==> src/rtl/fetch_unit_pkg.sv <==
// Shared definitions for the instruction-fetch unit: opcodes, instruction
// field positions and the fetch state encoding.
package fetch_unit_pkg;

    localparam logic [3:0] OP_NOOP = 4'd0;
    localparam logic [3:0] OP_LOD  = 4'd1;
    localparam logic [3:0] OP_STR  = 4'd2;
    localparam logic [3:0] OP_BRA  = 4'd4;
    localparam logic [3:0] OP_BRR  = 4'd5;
    localparam logic [3:0] OP_BNE  = 4'd6;
    localparam logic [3:0] OP_ALU  = 4'd8;
    localparam logic [3:0] OP_HLT  = 4'd15;

    localparam int OPC_MSB = 31;
    localparam int OPC_LSB = 28;
    localparam int MM_MSB  = 27;
    localparam int MM_LSB  = 24;
    localparam int IMM_MSB = 15;
    localparam int IMM_LSB = 0;

    typedef enum logic [1:0] {
        ST_IDLE = 2'd0,
        ST_REQ  = 2'd1,
        ST_HALT = 2'd2
    } fetch_state_e;

    function automatic logic [3:0] instr_opcode(input logic [31:0] instr);
        return instr[OPC_MSB:OPC_LSB];
    endfunction

endpackage

==> src/rtl/fetch_pc_calc.sv <==
// Fetch address selection: sequential PC, absolute target from the
// instruction, or CUR_PC plus the sign-extended 16-bit immediate.
module fetch_pc_calc
    import fetch_unit_pkg::*;
#(
    parameter int ADDR_W = 16
) (
    input  logic [ADDR_W-1:0] i_pc,
    input  logic [ADDR_W-1:0] i_cur_pc,
    input  logic [31:0]       i_instr,
    input  logic              i_pc_sel,
    input  logic              i_br_sel,
    output logic [ADDR_W-1:0] o_addr
);

    logic [31:0] w_rel_full;
    logic        w_unused;

    // Sum is formed at 32 bits and truncated, giving the mod 2^ADDR_W wrap.
    assign w_rel_full = 32'(i_cur_pc) + 32'($signed(i_instr[IMM_MSB:IMM_LSB]));
    assign w_unused   = &{1'b0, w_rel_full, i_instr};

    always_comb begin
        o_addr = i_pc;
        if (i_pc_sel) begin
            if (i_br_sel) begin
                o_addr = i_instr[ADDR_W-1:0];
            end else begin
                o_addr = w_rel_full[ADDR_W-1:0];
            end
        end
    end

endmodule

==> src/rtl/fetch_unit.sv <==
// Instruction fetch unit: PC/IR ownership and IMEM request/acknowledge.
// Optional fetch timeout is enabled by defining FETCH_TIMEOUT_EN.
module fetch_unit
    import fetch_unit_pkg::*;
#(
    parameter int                ADDR_W      = 16,
    parameter logic [ADDR_W-1:0] RESET_VEC   = '0,
    parameter int                TIMEOUT_CYC = 15
) (
    input  logic              CLK,
    input  logic              RST,
    input  logic              PC_RST,
    input  logic              PC_WRITE,
    input  logic              PC_SEL,
    input  logic              BR_SEL,
    output logic              IMEM_REQ,
    output logic [ADDR_W-1:0] IMEM_ADDR,
    input  logic              IMEM_ACK,
    input  logic [31:0]       IMEM_RDATA,
    output logic [31:0]       INSTR,
    output logic [3:0]        OPCODE,
    output logic [3:0]        MM,
    output logic [ADDR_W-1:0] PC,
    output logic              INSTR_VALID,
    output logic              BUSY,
    output logic              HALTED,
    output logic              FETCH_ERR
);

    fetch_state_e      r_state;
    fetch_state_e      w_state_next;
    logic [ADDR_W-1:0] r_pc;
    logic [ADDR_W-1:0] r_cur_pc;
    logic [ADDR_W-1:0] r_addr;
    logic [31:0]       r_instr;
    logic              r_valid;
    logic              r_err;
    logic [ADDR_W-1:0] w_target;
    logic              w_launch;
    logic              w_accept;
    logic              w_timeout;
    logic              w_expired;

    fetch_pc_calc #(
        .ADDR_W (ADDR_W)
    ) u_pc_calc (
        .i_pc     (r_pc),
        .i_cur_pc (r_cur_pc),
        .i_instr  (r_instr),
        .i_pc_sel (PC_SEL),
        .i_br_sel (BR_SEL),
        .o_addr   (w_target)
    );

`ifdef FETCH_TIMEOUT_EN
    localparam int CNT_W = $clog2(TIMEOUT_CYC + 1);
    logic [CNT_W-1:0] r_wait_cnt;

    // Counts completed REQ cycles; cleared whenever REQ is entered or left.
    always_ff @(posedge CLK or posedge RST) begin
        if (RST) begin
            r_wait_cnt <= '0;
        end else if (r_state != ST_REQ || w_state_next != ST_REQ) begin
            r_wait_cnt <= '0;
        end else begin
            r_wait_cnt <= r_wait_cnt + CNT_W'(1);
        end
    end

    assign w_expired = (r_wait_cnt == CNT_W'(TIMEOUT_CYC - 1));
`else
    localparam int unused_timeout_cyc = TIMEOUT_CYC;
    assign w_expired = 1'b0;
`endif

    always_ff @(posedge CLK or posedge RST) begin
        if (RST) begin
            r_state <= ST_IDLE;
        end else begin
            r_state <= w_state_next;
        end
    end

    // PC_RST outranks everything, including an ACK in the same cycle.
    always_comb begin
        w_state_next = r_state;
        w_launch     = 1'b0;
        w_accept     = 1'b0;
        w_timeout    = 1'b0;
        if (PC_RST) begin
            w_state_next = ST_IDLE;
        end else begin
            case (r_state)
                ST_IDLE: begin
                    if (PC_WRITE) begin
                        w_launch     = 1'b1;
                        w_state_next = ST_REQ;
                    end
                end
                ST_REQ: begin
                    if (IMEM_ACK) begin
                        w_accept     = 1'b1;
                        w_state_next = (instr_opcode(IMEM_RDATA) == OP_HLT) ? ST_HALT : ST_IDLE;
                    end else if (w_expired) begin
                        w_timeout    = 1'b1;
                        w_state_next = ST_IDLE;
                    end
                end
                ST_HALT: begin
                    w_state_next = ST_HALT;
                end
                default: begin
                    w_state_next = ST_IDLE;
                end
            endcase
        end
    end

    always_ff @(posedge CLK or posedge RST) begin
        if (RST) begin
            r_pc     <= RESET_VEC;
            r_cur_pc <= RESET_VEC;
            r_addr   <= '0;
            r_instr  <= '0;
            r_valid  <= 1'b0;
            r_err    <= 1'b0;
        end else begin
            r_valid <= 1'b0;
            if (PC_RST) begin
                r_pc     <= RESET_VEC;
                r_cur_pc <= RESET_VEC;
                r_instr  <= '0;
                r_err    <= 1'b0;
            end else if (w_launch) begin
                r_addr <= w_target;
            end else if (w_accept) begin
                r_instr  <= IMEM_RDATA;
                r_cur_pc <= r_addr;
                r_pc     <= r_addr + ADDR_W'(1);
                r_valid  <= 1'b1;
            end else if (w_timeout) begin
                r_instr <= '0;
                r_err   <= 1'b1;
                r_valid <= 1'b1;
            end
        end
    end

    assign IMEM_REQ    = (r_state == ST_REQ);
    assign BUSY        = (r_state == ST_REQ);
    assign HALTED      = (r_state == ST_HALT);
    assign IMEM_ADDR   = r_addr;
    assign INSTR       = r_instr;
    assign OPCODE      = r_instr[OPC_MSB:OPC_LSB];
    assign MM          = r_instr[MM_MSB:MM_LSB];
    assign PC          = r_pc;
    assign INSTR_VALID = r_valid;
    assign FETCH_ERR   = r_err;

endmodule

==> config.mk <==
export PLATFORM = sky130hd
export DESIGN_NAME = fetch_unit
export DESIGN_NICKNAME = d
export VERILOG_FILES = /design/src/rtl/fetch_unit_pkg.sv /design/src/rtl/fetch_pc_calc.sv /design/src/rtl/fetch_unit.sv
export SDC_FILE = /design/constraint.sdc
export NUM_CORES = 1
export LEC_CHECK = 0
export ABC_AREA = 1
export CAP_MARGIN = 20
export CORE_UTILIZATION = 50
export DETAILED_ROUTE_END_ITERATION = 6
export GPL_ROUTABILITY_DRIVEN = 0
export PLACE_DENSITY = 0.89
export SETUP_SLACK_MARGIN = 0.2
export SKIP_CTS_REPAIR_TIMING = 1
export SLEW_MARGIN = 0
export SYNTH_ARGS = -nofsm -noshare
export SYNTH_HDL_FRONTEND = slang
export SYNTH_SLANG_ARGS = --single-unit
==> constraint.sdc <==
create_clock -name CLK -period 3.6 [get_ports CLK]
set_clock_uncertainty 0.2 [all_clocks]
set_input_delay 0.54 -clock CLK [delete_from_list [all_inputs] [get_ports CLK]]
set_output_delay 0.54 -clock CLK [all_outputs]
set_load 0.02 [all_outputs]
==> results.tsv <==
stage	metric	value	unit
hold_path	Hold Crit Start	INSTR[21]	
floorplanning	I/O pin total	116	
cts	TritonCTS clock tree	done	
critical_path	startpoint class of the critical path	flip-flop	
route	first-pass detailed-route iteration total	5	
placed_design	DP HPWL	9460	um
grt	all-layer global routing usage	27.7	%
sta	Pins Over Slew Limit	0	
synthesis	synthesized cell area	4760	um2
final_layout	n_diodes	0	
route	number of vias per cell	5.45	
cts	insertion delay of the later-clocked pin in the worst-skew pair	0.35	ns
critical_path	required time reported for the critical path endpoint	3.64	ns
synthesis	share of flip-flops with an asynchronous set or reset after synthesis	100	%
pwr	total chip power	2570	uW
hold_path	worst hold stages	1	
sta	f_max	414	MHz
placed_design	cell area after placement	5930	um2
hold_path	min-delay worst type	reg2reg	
run_status	status	finished clean	
synthesis	number of flip-flops and latches in the synthesized netlist	83	
placed_design	count of buffers from port buffering	114	
route	detail-routed net length per standard cell	15.6	um
sta	unrepaired setup endpoints after global routing	false	
sta	Period Utilization, post-route	67.1	%
hold_path	hold endpoint	INSTR[21]	
cts	maximum clock insertion buffer count	2	
pwr	Pleak	0.00301	uW
route	final routed wirelength across all metal layers	13100	um
grt	first-pass GRT wire length	21600	um
synthesis	share of synthesized area occupied by flip-flops and latches	43.6	%
synthesis	Net Count, Synth	665	
route	first-iteration detailed-routing DRC count	357	
critical_path	R2R Setup Slk	1.18	ns
critical_path	reg2reg end	IMEM_ADDR[12]	
sta	number of hold violations in the final report	0	
cts	level count of the clock H-tree	3	
critical_path	number of cells on the worst reg-to-reg path	13	
final_layout	final std cell area, no fill	6120	um2
route	post-route DRC violation count	0	
flow_run	number of maximum-capacitance violations	0	
sta	Final min period	2.42	ns
critical_path	arrival time of the worst setup path	2.46	ns
cts	buffer type at the clock tree root	clkbuf_8	
floorplanning	Initial Utilization	51.6	%
critical_path	largest driver fanout on the critical path	3	
route	Antenna Violating Nets Remaining	0	
sta	worst slew pin tran	0.869	ns
grt	number of global-route vias before repair	4631	
synthesis	number of enable-type register cells in the synthesized netlist	0	
floorplanning	Die H	99.6	um
sta	max_slew headroom	42.0	%
sta	Setup violations, final	0	
sta	worst hold slack after final layout	0.312	ns
floorplanning	Site Rows	35	
grt	antenna violations before repair	0	
pwr	largest voltage drop on the vdd net	323	uV
final_layout	share of post-route cells with drive strength above 1	7.41	%
cts	count of clock tree sinks	83	
floorplanning	core area	9240	um2
route	number of vias in the routed layout	4600	
critical_path	class of the most critical setup path	reg2reg	
final_layout	net total in the final layout	766	
synthesis	leading register cell type out of synthesis	dfrtp_1	
grt	remaining global-route overflow	0	
sta	final-layout setup total negative slack	0	ns
floorplanning	die footprint	9920	um2
synthesis	Synthesis Warnings	0	
cts	Clock transition at path regs	0.08	ns
critical_path	Reg2Reg Launch Point	INSTR[0]	
synthesis	count of mapped cells out of synthesis	609	
pwr	Pwr per Cell Area	420	nW/um2
grt	largest net degree at the start of global routing	53	
floorplanning	die extent in x	99.6	um
synthesis	post-synth cell types	43	
cts	number of buffers added by the clock tree synthesis step	9	
critical_path	crit path capture type	flip-flop	
final_layout	Layout area overhead	28.5	%
synthesis	average footprint of a synthesized cell	7.82	um2
layout by cell type, fill, tap and decap left out, types with 3 or more instances in the layout:
cell type        netlist  routed
ha_1                  16      16
a32o_1                 3       3
or2_2                  3       3
nand2_1              202     202
clkdlybuf4s50_1        0     114
inv_1                 77      76
clkbuf_8               0      10
a22oi_1                4       4
a21oi_1               25      25
nor2_1                13      13
nand4_1                4       4
inv_2                  5       5
a22oi_2                3       3
a22o_1                17      17
nand3_1               28      28
clkinv_2               0       4
nor2_4                 5       5
nor3_1                 8       8
a21oi_2                3       3
o21ai_0               24      24
nand2_2                4       4
buf_4                 11       6
dfrtp_1               83      83
xnor2_1                3       3
xor2_1                 6       6
o21ai_1               24      24
stage by stage:
stage	setup slack [ns]	util [%]	cells
after floorplan	0.723	-	609
after CTS	1.18	66.3	844
final	1.18	66.3	844
after global routing	1.05	66.3	844
after detailed placement	0.929	64.2	828
after global placement	1.02	64.2	828
logic make-up after synthesis:
logic type               count (synthesis)  synth area share [%]
XOR/XNOR                                 9                  1.65
AND/OR/NAND/NOR                        275                  24.8
adder cells (fa/ha/maj)                 17                  4.62
buffers and inverters                  113                  10.5
AO/OA/AOI/OAI                          111                  14.8
other                                    1                0.0787
flip-flops                              83                  43.6
cell type report:
cell class / instances / area [um2]
clock buffer: 11 / 141
multi-input combinational: 413 / 2190
inverter: 83 / 315
fill: 686 / 3120
tap: 129 / 161
sequential: 83 / 2080
timing repair buffer: 120 / 1190
clock inverter: 5 / 52.6
layer usage:
metal	global-route usage [%]	up-vias	wire length, um
met4	11.0	0	339
met2	45.8	255	6230
li1	-	2142	-
met5	0	-	0
met3	5.55	40	1250
met1	36.0	2163	5310
state kept, by name (all words and copies together), names as in the netlist:
name         cells
IMEM_ADDR       16
INSTR           32
INSTR_VALID      1
PC              16
r_cur_pc        16
r_state          2
synth_stat cells, types with 5 or more instances:
master / count / area [um2]
a21oi_1: 25 / 125
a22o_1: 17 / 149
buf_2: 6 / 30.0
buf_4: 11 / 82.6
clkbuf_1: 10 / 37.5
dfrtp_1: 83 / 2080
ha_1: 16 / 200
inv_1: 77 / 289
inv_2: 5 / 18.8
nand2_1: 202 / 758
nand3_1: 28 / 140
nor2_1: 13 / 48.8
nor2_4: 5 / 56.3
nor3_1: 8 / 40.0
o21ai_0: 24 / 120
o21ai_1: 24 / 120
xor2_1: 6 / 52.6
critical path, cell delays in order (launching register included):
cell,delay [ns]
dfrtp_1,0.41
ha_1,0.26
fa_1,0.43
nand2_1,0.11
nand2_1,0.07
and2_1,0.18
nand3_1,0.12
nand3_1,0.08
nand2_1,0.07
nand3_1,0.07
nand2_1,0.15
nand2_1,0.06
nand2_1,0.05
nand2_1,0.05
report_power, final:
group          internal [uW]  leakage, uW  switching (uW)
logic                    322      0.00179             422
clock network            337    0.0000991             338
registers               1030      0.00112             124
total                   1690      0.00301             885
how the worst max path moves through the flow:
stage	start	to	cells past startpoint
detailed placement	PC_RST	INSTR[30]	7
global route	INSTR[0]	IMEM_ADDR[12]	13
finish	INSTR[0]	IMEM_ADDR[12]	13
floorplan	RST	IMEM_ADDR[0]	1
global placement	PC_RST	PC[13]	6
CTS	r_state[1]	HALTED	3
No activity file was read; power rests on OpenSTA's default activity.
